**src/rtl/seq_detector_param_if.sv**
```systemverilog
// Bus bundle for seq_detector_param: serial input, configuration strobe,
// counter clear, detect/count outputs and debug state taps.
interface seq_detector_param_if #(
  parameter int PAT_W  = 4,
  parameter int CNT_W  = 8,
  parameter int FILL_W = $clog2(PAT_W + 1)
);
  // Handshake: din_bit is qualified by din_valid. There is no backpressure,
  // so every cycle with din_valid=1 consumes one bit. cfg_load and cnt_clr
  // are single-cycle strobes.
  logic             din_valid;
  logic             din_bit;
  logic             cfg_load;
  logic [PAT_W-1:0] cfg_pattern;
  logic             cfg_overlap;
  logic             cnt_clr;

  logic             detect_out;
  logic [CNT_W-1:0] det_count;
  logic             count_sat;

  logic [FILL_W-1:0] dbg_fill;
  logic [PAT_W-1:0]  dbg_hist;
  logic [PAT_W-1:0]  dbg_pattern;
  logic              dbg_overlap;

  modport master (
    output din_valid, din_bit, cfg_load, cfg_pattern, cfg_overlap, cnt_clr,
    input  detect_out, det_count, count_sat,
    input  dbg_fill, dbg_hist, dbg_pattern, dbg_overlap
  );

  modport slave (
    input  din_valid, din_bit, cfg_load, cfg_pattern, cfg_overlap, cnt_clr,
    output detect_out, det_count, count_sat,
    output dbg_fill, dbg_hist, dbg_pattern, dbg_overlap
  );
endinterface

```
**src/rtl/seq_detector_param.sv**
```systemverilog
// Serial bit-pattern detector with a run-time loadable pattern, overlap or
// non-overlap matching, a registered detect pulse and a saturating counter.
module seq_detector_param #(
  parameter int               PAT_W    = 4,
  parameter logic [PAT_W-1:0] PAT_INIT = PAT_W'(4'b0110),
  parameter int               CNT_W    = 8
) (
  input  logic                 clk,
  input  logic                 rstn,
  seq_detector_param_if.slave  bus
);
  localparam int FILL_W = $clog2(PAT_W + 1);
  localparam logic [FILL_W-1:0] FILL_FULL = FILL_W'(PAT_W);
  localparam logic [FILL_W-1:0] FILL_LAST = FILL_W'(PAT_W - 1);

  logic [PAT_W-1:0]  pattern_q, pattern_d;
  logic              overlap_q, overlap_d;
  logic [PAT_W-1:0]  hist_q, hist_d;
  logic [FILL_W-1:0] fill_q, fill_d;
  logic              detect_q, detect_d;
  logic [CNT_W-1:0]  count_q, count_d;
  logic              sat_q, sat_d;

  logic [PAT_W-1:0]  nxt;
  logic              match;

  // State register. Reset is active-high despite the port name.
  always_ff @(posedge clk or posedge rstn) begin
    if (rstn) begin
      pattern_q <= PAT_INIT;
      overlap_q <= 1'b1;
      hist_q    <= '0;
      fill_q    <= '0;
      detect_q  <= 1'b0;
      count_q   <= '0;
      sat_q     <= 1'b0;
    end else begin
      pattern_q <= pattern_d;
      overlap_q <= overlap_d;
      hist_q    <= hist_d;
      fill_q    <= fill_d;
      detect_q  <= detect_d;
      count_q   <= count_d;
      sat_q     <= sat_d;
    end
  end

  // Next-state: configuration load takes priority over a valid data bit.
  always_comb begin
    pattern_d = pattern_q;
    overlap_d = overlap_q;
    hist_d    = hist_q;
    fill_d    = fill_q;
    detect_d  = 1'b0;
    match     = 1'b0;
    nxt       = {hist_q[PAT_W-2:0], bus.din_bit};

    if (bus.cfg_load) begin
      pattern_d = bus.cfg_pattern;
      overlap_d = bus.cfg_overlap;
      hist_d    = '0;
      fill_d    = '0;
    end else if (bus.din_valid) begin
      // fill gate stops an all-zero pattern matching the cleared history
      match  = (fill_q >= FILL_LAST) && (nxt == pattern_q);
      hist_d = nxt;
      if (match && !overlap_q) begin
        fill_d = '0;
      end else if (fill_q != FILL_FULL) begin
        fill_d = fill_q + FILL_W'(1);
      end
      detect_d = match;
    end
  end

  // Counter: clear beats a coincident match; the pulse itself is unaffected.
  always_comb begin
    count_d = count_q;
    if (bus.cnt_clr) begin
      count_d = '0;
    end else if (match && !sat_q) begin
      count_d = count_q + CNT_W'(1);
    end
    sat_d = &count_d;
  end

  // Outputs come straight from flops.
  assign bus.detect_out  = detect_q;
  assign bus.det_count   = count_q;
  assign bus.count_sat   = sat_q;
  assign bus.dbg_fill    = fill_q;
  assign bus.dbg_hist    = hist_q;
  assign bus.dbg_pattern = pattern_q;
  assign bus.dbg_overlap = overlap_q;
endmodule

```
**src/flat_wrapper.sv**
```systemverilog
// flat-port wrapper written by rule: the top's interface ports become plain ports
module seq_detector_param_flat 
#(
  parameter int               PAT_W    = 4,
  parameter logic [PAT_W-1:0] PAT_INIT = PAT_W'(4'b0110),
  parameter int               CNT_W    = 8
)
  (clk, rstn, bus_din_valid, bus_din_bit, bus_cfg_load, bus_cfg_pattern, bus_cfg_overlap, bus_cnt_clr, bus_detect_out, bus_det_count, bus_count_sat, bus_dbg_fill, bus_dbg_hist, bus_dbg_pattern, bus_dbg_overlap);
  seq_detector_param_if #(.PAT_W(PAT_W), .CNT_W(CNT_W)) bus_i ();
  input  logic clk;
  input  logic rstn;
  input wire logic [$bits(bus_i.din_valid)-1:0] bus_din_valid;
  input wire logic [$bits(bus_i.din_bit)-1:0] bus_din_bit;
  input wire logic [$bits(bus_i.cfg_load)-1:0] bus_cfg_load;
  input wire logic [$bits(bus_i.cfg_pattern)-1:0] bus_cfg_pattern;
  input wire logic [$bits(bus_i.cfg_overlap)-1:0] bus_cfg_overlap;
  input wire logic [$bits(bus_i.cnt_clr)-1:0] bus_cnt_clr;
  output wire logic [$bits(bus_i.detect_out)-1:0] bus_detect_out;
  output wire logic [$bits(bus_i.det_count)-1:0] bus_det_count;
  output wire logic [$bits(bus_i.count_sat)-1:0] bus_count_sat;
  output wire logic [$bits(bus_i.dbg_fill)-1:0] bus_dbg_fill;
  output wire logic [$bits(bus_i.dbg_hist)-1:0] bus_dbg_hist;
  output wire logic [$bits(bus_i.dbg_pattern)-1:0] bus_dbg_pattern;
  output wire logic [$bits(bus_i.dbg_overlap)-1:0] bus_dbg_overlap;
  assign bus_i.din_valid = bus_din_valid;
  assign bus_i.din_bit = bus_din_bit;
  assign bus_i.cfg_load = bus_cfg_load;
  assign bus_i.cfg_pattern = bus_cfg_pattern;
  assign bus_i.cfg_overlap = bus_cfg_overlap;
  assign bus_i.cnt_clr = bus_cnt_clr;
  assign bus_detect_out = bus_i.detect_out;
  assign bus_det_count = bus_i.det_count;
  assign bus_count_sat = bus_i.count_sat;
  assign bus_dbg_fill = bus_i.dbg_fill;
  assign bus_dbg_hist = bus_i.dbg_hist;
  assign bus_dbg_pattern = bus_i.dbg_pattern;
  assign bus_dbg_overlap = bus_i.dbg_overlap;
  seq_detector_param #(.PAT_W(PAT_W), .PAT_INIT(PAT_INIT), .CNT_W(CNT_W)) u_core (.clk(clk), .rstn(rstn), .bus(bus_i));
endmodule
```
**config.mk**
```make
export PLATFORM = sky130hd
export DESIGN_NAME = seq_detector_param_flat
export DESIGN_NICKNAME = d
export VERILOG_FILES = /design/src/rtl/seq_detector_param_if.sv /design/src/rtl/seq_detector_param.sv /design/src/flat_wrapper.sv
export SDC_FILE = /design/constraint.sdc
export NUM_CORES = 1
export LEC_CHECK = 0
export CORE_MARGIN = 2
export CORE_UTILIZATION = 51
export CTS_CLUSTER_DIAMETER = 50
export DETAILED_ROUTE_END_ITERATION = 6
export PLACE_DENSITY = 0.84
export SLEW_MARGIN = 0
export SYNTH_ARGS = -nofsm -noshare
export SYNTH_HDL_FRONTEND = slang
export SYNTH_SLANG_ARGS = --single-unit
```
**constraint.sdc**
```tcl
create_clock -name clk -period 2.9 [get_ports clk]
set_input_delay 0.725 -clock clk [delete_from_list [all_inputs] [get_ports clk]]
set_output_delay 0.725 -clock clk [all_outputs]
set_load 0.01 [all_outputs]
```
; Word-level counts from Yosys, hierarchy flattened
; Index checks and enable logic that the tools add are counted.
[totals]
reg_bits = 22
latchBits = 0
mem_bits_rw = 0
romBits = 0
out_inout_bits = 22
elab_cells = 31
mem_count = 0
[op_classes]
n_addsub = 2
mul = 0
div = 0
n_lt_le_gt_ge = 1
eq_ne = 2
shift = 0
n_mux = 10
n_bitwise = 0
reduce_logical = 9
[ops]
columns = op, count
row1 = two-way mux 8 bit, 2
row2 = two-way mux 3 bit, 4
row3 = adder 8 x 1 -> 8 bit (second input constant), 1
row4 = two-way mux 4 bit, 2
row5 = AND reduction 8 bit, 1
row6 = equality test 4 bit, 1
row7 = adder 3 x 1 -> 3 bit (second input constant), 1
row8 = >= comparator 3 x 2 -> 1 bit (second input constant), 1
row9 = logical AND 1 bit, 3
row10 = != test 3 bit (second input constant), 1
row11 = nonzero test 3 bit, 1
row12 = logical NOT 1 bit, 2
row13 = two-way mux 1 bit, 2
row14 = AND reduction 2 bit, 1
row15 = nonzero test 2 bit, 1

; Longest topological paths before layout
; Gate-level depths: netlist of run 1.
[depth]
depth_word = 8
ltp_mapped = 8

; Least setup slack after synthesis of run 1
; OpenSTA, ideal clock, no wires.
[synth_timing]
kind = register to register
startpoint = register u_core.fill_q[0], in the netlist u_core.bus.dbg_fill[0]
endpoint = register u_core.sat_q, in the netlist u_core.bus.count_sat
setup_ns = 0.096
arrival_time_ns = 1.814
t_required_ns = 2.804
slack_ns = 0.990
stages_incl_launch_ff = 9
n_path_buf = 1
synth_period_minus_slack_ns = 1.910
path_cell_list = dfrtp_1 ha_1 ha_1 a211o_1 nand2_2 buf_2 o31a_1 o22ai_1 nor4_2
[synth_between]
elab_chain_len = 8
[synth_lines]
columns = item, line_no
row1 = "start, declared", seq_detector_param.sv:19  ; logic [FILL_W-1:0] fill_q, fill_d;
row2 = "start signal, assigned", seq_detector_param.sv:41  ; fill_q <= fill_d;
row3 = >= comparator 3 x 2 -> 1 bit, seq_detector_param.sv:65  ; match = (fill_q >= FILL_LAST) && (nxt == pattern_q);
row4 = logical AND 1 bit, seq_detector_param.sv:65
row5 = two-way mux 1 bit, seq_detector_param.sv:63  ; end else if (bus.din_valid) begin
row6 = two-way mux 1 bit, seq_detector_param.sv:58  ; if (bus.cfg_load) begin
row7 = logical AND 1 bit, seq_detector_param.sv:81  ; end else if (match && !sat_q) begin
row8 = two-way mux 8 bit, seq_detector_param.sv:81
row9 = two-way mux 8 bit, seq_detector_param.sv:79  ; if (bus.cnt_clr) begin
row10 = AND reduction 8 bit, seq_detector_param.sv:84  ; sat_d = &count_d;
row11 = named net u_core.sat_d, seq_detector_param.sv:22  ; logic sat_q, sat_d;
row12 = "end signal, assigned", seq_detector_param.sv:44  ; sat_q <= sat_d;
row13 = "end, declared", seq_detector_param.sv:22
; The timed path passes the listed nets, and every way through them passes these cells.
; A chain may end at the register's enable or synchronous reset.

; Final worst setup path of run 1
[layout_timing]
startpoint = input bus_din_bit
endpoint = register u_core.fill_q[0], in the netlist u_core.bus.dbg_fill[0]
[layout_between]
elab_chain_len = 6
[layout_lines]
columns = item, line_no
row1 = "start, declared", flat_wrapper.sv:13  ; input wire logic [$bits(bus_i.din_bit)-1:0] bus_din_bit;
row2 = equality test 4 bit *, seq_detector_param.sv:65
row3 = logical AND 1 bit *, seq_detector_param.sv:65
row4 = logical AND 1 bit *, seq_detector_param.sv:67  ; if (match && !overlap_q) begin
row5 = two-way mux 3 bit, seq_detector_param.sv:67
row6 = two-way mux 3 bit, seq_detector_param.sv:63
row7 = two-way mux 3 bit, seq_detector_param.sv:58
; Every way passes the cells marked *; elsewhere a longest branch is shown, timed or not. The select of a mux whose other input is x is not followed.

==> results_dict.tcl, run 1 <==
set metrics [dict create \
    synth_compound_area_frac 0.09872 \
    synth_xor_area_frac 0.05528 \
    status "finished clean" \
    cts_hold_buf 0 \
    instances_no_fill 181 \
    dr.pass1.iters 4 \
    synth_warnings 0 \
    hold_viol 0 \
    root_buffer "clkbuf_4" \
    maxCapViolCount 0 \
    routed_wl_um 2855 \
    tns_ns 0 \
    syn_to_final_growth_pct 29.52 \
    cp_max_fo 15 \
    min_path_type "register to register" \
    first_global_vias 1067 \
    die_width_um 53.85 \
    cts_tree "built" \
    gp_congestion 0.8338 \
    antenna_found_initial 0 \
    vias 1051 \
    grt_overflow_total 0 \
    clk_path_buf_depth 2 \
    nFillCells 180 \
    dp_hpwl_um 2155 \
    synth_edf_count 0 \
    grt_max_degree 23 \
    synth.area.mux_share 0.08391 \
    finalCritPeriodShare 0.7997 \
    wl_per_cell_um 15.77 \
    cp_data_arrival_time_ns 2.51 \
    p_per_area_nw_per_um2 387.6 \
    synth_area_leaders "dfrtp_1 (38%), dfstp_2 (6.2%), xnor2_1 (4.8%)" \
    synthDistinctLibCells 44 \
    synthFlopType "dfrtp_1" \
    place_ws_ns 0.2588 \
    num_io_pins 33 \
    num_rows 18 \
    clk_pin_slew_ns 0.12 \
    start_util 0.5260 \
    cts_resized 0 \
    p_leak_nw 0.6672 \
    report.final.slew_viol_count 0 \
    syn_nets 133 \
    dieArea_um2 2900 \
    ys_seq_elements 22 \
    synth_area_um2 1267 \
    worstSetupEndpointType "register" \
    cts_num_sinks 22 \
    crit_path_start_kind "input pin" \
    drcViolationCount 0 \
    fin_worst_skew_ns 0.006017 \
    die_height_um 53.85 \
    grt_usage 0.2272 \
    ys_async_sr_fraction 1.000 \
    num_antenna_cells 0 \
    drive_above_1_share 0.1523 \
    period_needed_ns 2.319 \
    rsz0062_at_grt "no" \
    synth_top_area_share 0.3751 \
    max-slew-margin-rel 0.4550 \
    fin_nets 167 \
    postSynthCellCount 118 \
    clock_latency_ns 0.31 \
    place.port_buffers 32 \
    synth.yosys.seq_area_share 0.4373 \
    setup_violations 0 \
    crit_type "input pin to register" \
    core_area_um2 2410 \
    yosysTopAreaCell "dfrtp_1" \
    worst_pin_slew_ns 0.8167 \
    cts_setup_buffers 0 \
    mostFrequentLayoutCell "clkdlybuf4s50_1" \
    htree_levels 1 \
    synth_fa_ha_area_frac 0.03949 \
    cts_buffers 3 \
    synth_top_family_by_area "simple AND/OR/NAND/NOR gates" \
    crit_required_ns 3.09 \
    drt_iter0_markers 13 \
    total_power_uw 636.3 \
    syn_avg_cell_area_um2 10.74 \
    viasPerCell 5.807 \
    antenna_left 0 \
    hold_slack_ns 0.5651 \
    layout_setup_ws_ns 0.5810 \
    synthSimpleGateAreaFrac 0.2310 \
    grt_pass1_wl_um 4664 \
    vdd_drop_max_uv 417.1 \
    place_inst 177 \
    fmax_ghz 0.4312 \
    layout_common_cells "clkdlybuf4s50_1 (32), dfrtp_1 (19), nor2_1 (10), inv_1 (9), xnor2_1 (7)" \
]
[Yosys cell counts, types with 2 or more instances]
| cell type | instances |
|---|---|
| a31oi_1 | 2 |
| ha_1 | 4 |
| xnor2_1 | 7 |
| mux2i_1 | 5 |
| nor4_1 | 5 |
| o21ai_1 | 2 |
| nand4_1 | 6 |
| o21a_1 | 2 |
| o21ai_0 | 2 |
| dfstp_2 | 3 |
| mux2_2 | 5 |
| inv_1 | 9 |
| nor2_1 | 10 |
| nand3_1 | 2 |
| buf_4 | 2 |
| nand2_1 | 3 |
| dfrtp_1 | 19 |
| o31a_1 | 4 |
[cells by family (layout without fill, tap and decap cells)]
logic type / Yosys count / after routing
mux: 10 / 10
xor+xnor: 8 / 8
flops: 22 / 22
compound gates: 17 / 17
simple gates: 43 / 43
fa+ha+maj: 4 / 4
buf+inv: 14 / 47
[cell type report]
class                   count  area, um^2  share of cell area
flip-flops and latches     22       554.3              0.3377
inverters                   9       33.78             0.02058
multi-input cells          82       644.4              0.3925
repair buffers             34       335.3              0.2043
well taps                  30       37.54             0.02287
clock buffers               4       36.28             0.02210
[power breakdown]
group	total [mW]	switching, mW	internal (mW)	leakage [nW]
logic	0.123	0.0609	0.0625	0.356
registers	0.339	0.0164	0.323	0.290
clock network	0.174	0.0971	0.0767	0.0210
total	0.636	0.174	0.462	0.667
[registers in the layout, indices dropped and copies added, names as in the netlist]
register                flops
u_core.bus.detect_out       1
u_core.bus.dbg_hist         4
u_core.bus.det_count        8
u_core.bus.dbg_overlap      1
u_core.bus.dbg_fill         3
u_core.bus.count_sat        1
u_core.bus.dbg_pattern      4
[path summary, 6_finish.rpt]
check                                              startpoint                                    end  slack [ns]  cells past startpoint
max                                               bus_din_bit     u_core.bus.dbg_fill[0]$_DFFE_PP0P_        0.58                      6
min                        u_core.bus.dbg_hist[3]$_DFFE_PP0P_     u_core.bus.dbg_hist[3]$_DFFE_PP0P_        0.57                      2
max reg2reg                u_core.bus.dbg_fill[0]$_DFFE_PP0P_     u_core.bus.dbg_fill[0]$_DFFE_PP0P_        0.75                      7
min reg2reg                u_core.bus.dbg_hist[3]$_DFFE_PP0P_     u_core.bus.dbg_hist[3]$_DFFE_PP0P_        0.57                      2
max in group asynchronous                                rstn     u_core.bus.dbg_fill[1]$_DFFE_PP0P_        1.54                      2
min in group asynchronous                                rstn  u_core.bus.dbg_pattern[0]$_DFFE_PP0P_        0.85                      2
[per-layer routing]
| layer | GRT usage | share of wire | up-vias | routed length, um |
|---|---|---|---|---|
| met3 | 0.03611 | 0.031 | 6 | 89 |
| met5 | 0 | 0 | - | 0 |
| met4 | 0.1325 | 0.019 | 0 | 53 |
| li1 | - | - | 506 | - |
| met2 | 0.4126 | 0.55 | 23 | 1563 |
| met1 | 0.2460 | 0.40 | 516 | 1149 |
[worst max-delay path, stage by stage]
cell	delay, ns
clkdlybuf4s50_1	0.50
xnor2_1	0.14
nand3_2	0.32
or3_1	0.54
a31oi_1	0.22
a311oi_1	0.07
[stage by stage]
| step | utilization | instance area, um^2 |
|---|---|---|
| finish | 0.6812 | 1642 |
| global route | 0.6812 | 1642 |
| CTS | 0.6812 | 1642 |
| detailed placement | 0.6661 | 1605 |
| global placement | 0.6661 | 1605 |
| floorplan | - | 1267 |
No activity file was read; power rests on OpenSTA's default activity.
==> run 2: changes to the inputs <==
--- a/config.mk
+++ b/config.mk
@@ -6,10 +6,10 @@
 export NUM_CORES = 1
 export LEC_CHECK = 0
 export CORE_MARGIN = 2
-export CORE_UTILIZATION = 51
+export CORE_UTILIZATION = 48
 export CTS_CLUSTER_DIAMETER = 50
 export DETAILED_ROUTE_END_ITERATION = 6
-export PLACE_DENSITY = 0.84
+export PLACE_DENSITY = 0.8
 export SLEW_MARGIN = 0
 export SYNTH_ARGS = -nofsm -noshare
 export SYNTH_HDL_FRONTEND = slang
==> constraint.sdc (replaced) <==
create_clock -name clk -period 2.4 [get_ports clk]
set_input_delay 0.6 -clock clk [delete_from_list [all_inputs] [get_ports clk]]
set_output_delay 0.6 -clock clk [all_outputs]
set_load 0.01 [all_outputs]
==> results_dict.tcl, run 2 (synthesized netlist as in run 1, its figures left out) <==
set metrics [dict create \
    worst-path-buf-inv 0 \
    hold_slack_ns 0.5623 \
    grt_pass1_wl_um 4671 \
    fmax_ghz 0.4724 \
    cp_data_arrival_time_ns 2.34 \
    cpPeakStageDelay_ns 0.47 \
    viasPerCell 5.659 \
    layout_common_cells "clkdlybuf4s50_1 (32), dfrtp_1 (19), nor2_1 (10), inv_1 (9), xnor2_1 (7)" \
    root_buffer "clkbuf_4" \
    cts_setup_buffers 0 \
    hold_viol 0 \
    cts_hold_buf 0 \
    r2r_slack_ns 0.28 \
    met3_length_um 102 \
    dr.pass1.iters 4 \
    crit_type "register to register" \
    vdd_drop_max_uv 514.9 \
    drcViolationCount 0 \
    rsz0062_at_grt "no" \
    seq_power_share 0.529 \
    syn_to_final_growth_pct 31.89 \
    routed_wl_um 2780 \
    antenna_left 0 \
    final_core_util 0.6687 \
    clk_path_buf_depth 2 \
    grt_overflow_total 0 \
    first_global_vias 1081 \
    clk_pin_slew_ns 0.13 \
    p_leak_nw 0.6854 \
    start_util 0.5070 \
    r2r_start "u_core.bus.dbg_fill[1]$_DFFE_PP0P_" \
    drt_iter0_markers 15 \
    p_int_uw 564.6 \
    wl_met1_um 1190 \
    core_area_um2 2500 \
    period_needed_ns 2.117 \
    worst-path-stages 7 \
    finalCritPeriodShare 0.8821 \
    largest_reg_flops 8 \
    routed-wl-met2_um 1473 \
    crit_chain "ha_1 -> ha_1 -> a211o_1 -> nand2_2 -> or3_1 -> nand3_1 -> a311oi_1" \
    wl_per_cell_um 15.03 \
    cts_buffers 3 \
    fin_worst_skew_ns 0.01007 \
    grt_max_degree 23 \
    report.final.slew_viol_count 0 \
    htree_levels 1 \
    place.port_buffers 32 \
    r2r_end "u_core.bus.dbg_fill[0]$_DFFE_PP0P_" \
    cp_slowest_cell "dfrtp_1" \
    min_path_type "register to register" \
    pwr-share-comb 0.202 \
    cts_tree "built" \
    p_per_area_nw_per_um2 461.5 \
    crit_family "simple AND/OR/NAND/NOR gates" \
    cp-endpoint "u_core.bus.dbg_fill[0]$_DFFE_PP0P_" \
    gp_congestion 0.8603 \
    crit_path_start_kind "register" \
    grt_usage 0.1889 \
    p_sw_uw 206.9 \
    num_io_pins 33 \
    worstSetupStartpoint "u_core.bus.dbg_fill[1]$_DFFE_PP0P_" \
    worst_pin_slew_ns 0.3364 \
    maxCapViolCount 0 \
    num_antenna_cells 0 \
    dp_hpwl_um 2080 \
    p_sw_frac 0.2682 \
    drive_above_1_share 0.1742 \
    total_power_uw 771.5 \
    max-slew-margin-rel 0.7736 \
    antenna_found_initial 0 \
    crit_required_ns 2.63 \
    status "finished clean" \
    die_width_um 55.39 \
    top_layer "met4" \
    cp_max_fo 15 \
    fin_nets 171 \
    reg2regPathDepth 7 \
    vias 1047 \
    cts_resized 0 \
    mostFrequentLayoutCell "clkdlybuf4s50_1" \
    setup_violations 0 \
    cp_common_cell "ha_1" \
    clock_latency_ns 0.31 \
    num_rows 18 \
    dieArea_um2 3068 \
    clkPwrFrac 0.269 \
    cts_num_sinks 22 \
    die_height_um 55.39 \
    worstSetupEndpointType "register" \
]
## run 2: cell types whose count changed in the layout (fill, tap and decap cells not counted)
cell and change:
buf_4 +4
## run 2: worst min path at each step
stage | depth (start not counted) | start | slack [ns] | endpoint
after floorplan | 2 | u_core.bus.dbg_hist[3]$_DFFE_PP0P_ | 0.56 | u_core.bus.dbg_hist[3]$_DFFE_PP0P_
after global placement | 2 | u_core.bus.dbg_hist[3]$_DFFE_PP0P_ | 0.51 | u_core.bus.dbg_hist[3]$_DFFE_PP0P_
after detailed placement | 1 | u_core.bus.dbg_pattern[0]$_DFFE_PP0P_ | 0.54 | u_core.bus.dbg_pattern[0]$_DFFE_PP0P_
after CTS | 2 | u_core.bus.dbg_hist[3]$_DFFE_PP0P_ | 0.58 | u_core.bus.dbg_hist[3]$_DFFE_PP0P_
after global routing | 1 | u_core.bus.dbg_pattern[0]$_DFFE_PP0P_ | 0.60 | u_core.bus.dbg_pattern[0]$_DFFE_PP0P_
final | 2 | u_core.bus.dbg_hist[3]$_DFFE_PP0P_ | 0.56 | u_core.bus.dbg_hist[3]$_DFFE_PP0P_
## run 2: power by group through the flow
stage / Combinational [mW] / Sequential (mW) / Clock, mW
floorplan: 0.0802 / 0.420 / 0
global placement: 0.151 / 0.415 / 0
detailed placement: 0.156 / 0.416 / 0
CTS: 0.157 / 0.409 / 0.215
global route: 0.167 / 0.412 / 0.226
finish: 0.156 / 0.408 / 0.207
## run 2: stage by stage
step	setup TNS [ns]	cell area [um^2]	std cells	setup WS, ns
final	0	1672	185	0.2829
after global routing	0	1672	185	0.1212
after CTS	0	1672	185	0.2768
after detailed placement	-0.02913	1635	181	-0.02913
after global placement	0	1635	181	0.05765
after floorplan	0	1267	118	0.4902
## run 2: area by class of cell
cell class / count / area [um^2]
fillers: 203 / 828.3
repair buffers: 38 / 365.4
well taps: 30 / 37.54
clock buffers: 4 / 36.28
flip-flops and latches: 22 / 554.3
multi-input cells: 82 / 644.4
inverters: 9 / 33.78
## run 2: layer usage
layer,vias up,track usage
met5,-,0
met4,0,0.02439
met3,2,0.04918
met2,19,0.3469
met1,519,0.2259
li1,507,-
## run 2: tightest hold or removal path, delay by kind of cell, from the launching register on
kind / cells / cell delay, ns
DFF: 1 / 0.36
and+or+nand+nor: 1 / 0.09
muxes: 1 / 0.07
==> run 3: changes to the inputs <==
--- a/config.mk
+++ b/config.mk
@@ -10,7 +10,7 @@
 export CTS_CLUSTER_DIAMETER = 50
 export DETAILED_ROUTE_END_ITERATION = 6
 export PLACE_DENSITY = 0.8
-export SLEW_MARGIN = 0
+export SLEW_MARGIN = 5
 export SYNTH_ARGS = -nofsm -noshare
 export SYNTH_HDL_FRONTEND = slang
 export SYNTH_SLANG_ARGS = --single-unit
==> results of run 3 <==
Same layout as run 2: the final DEF is identical, and so are final timing and power.
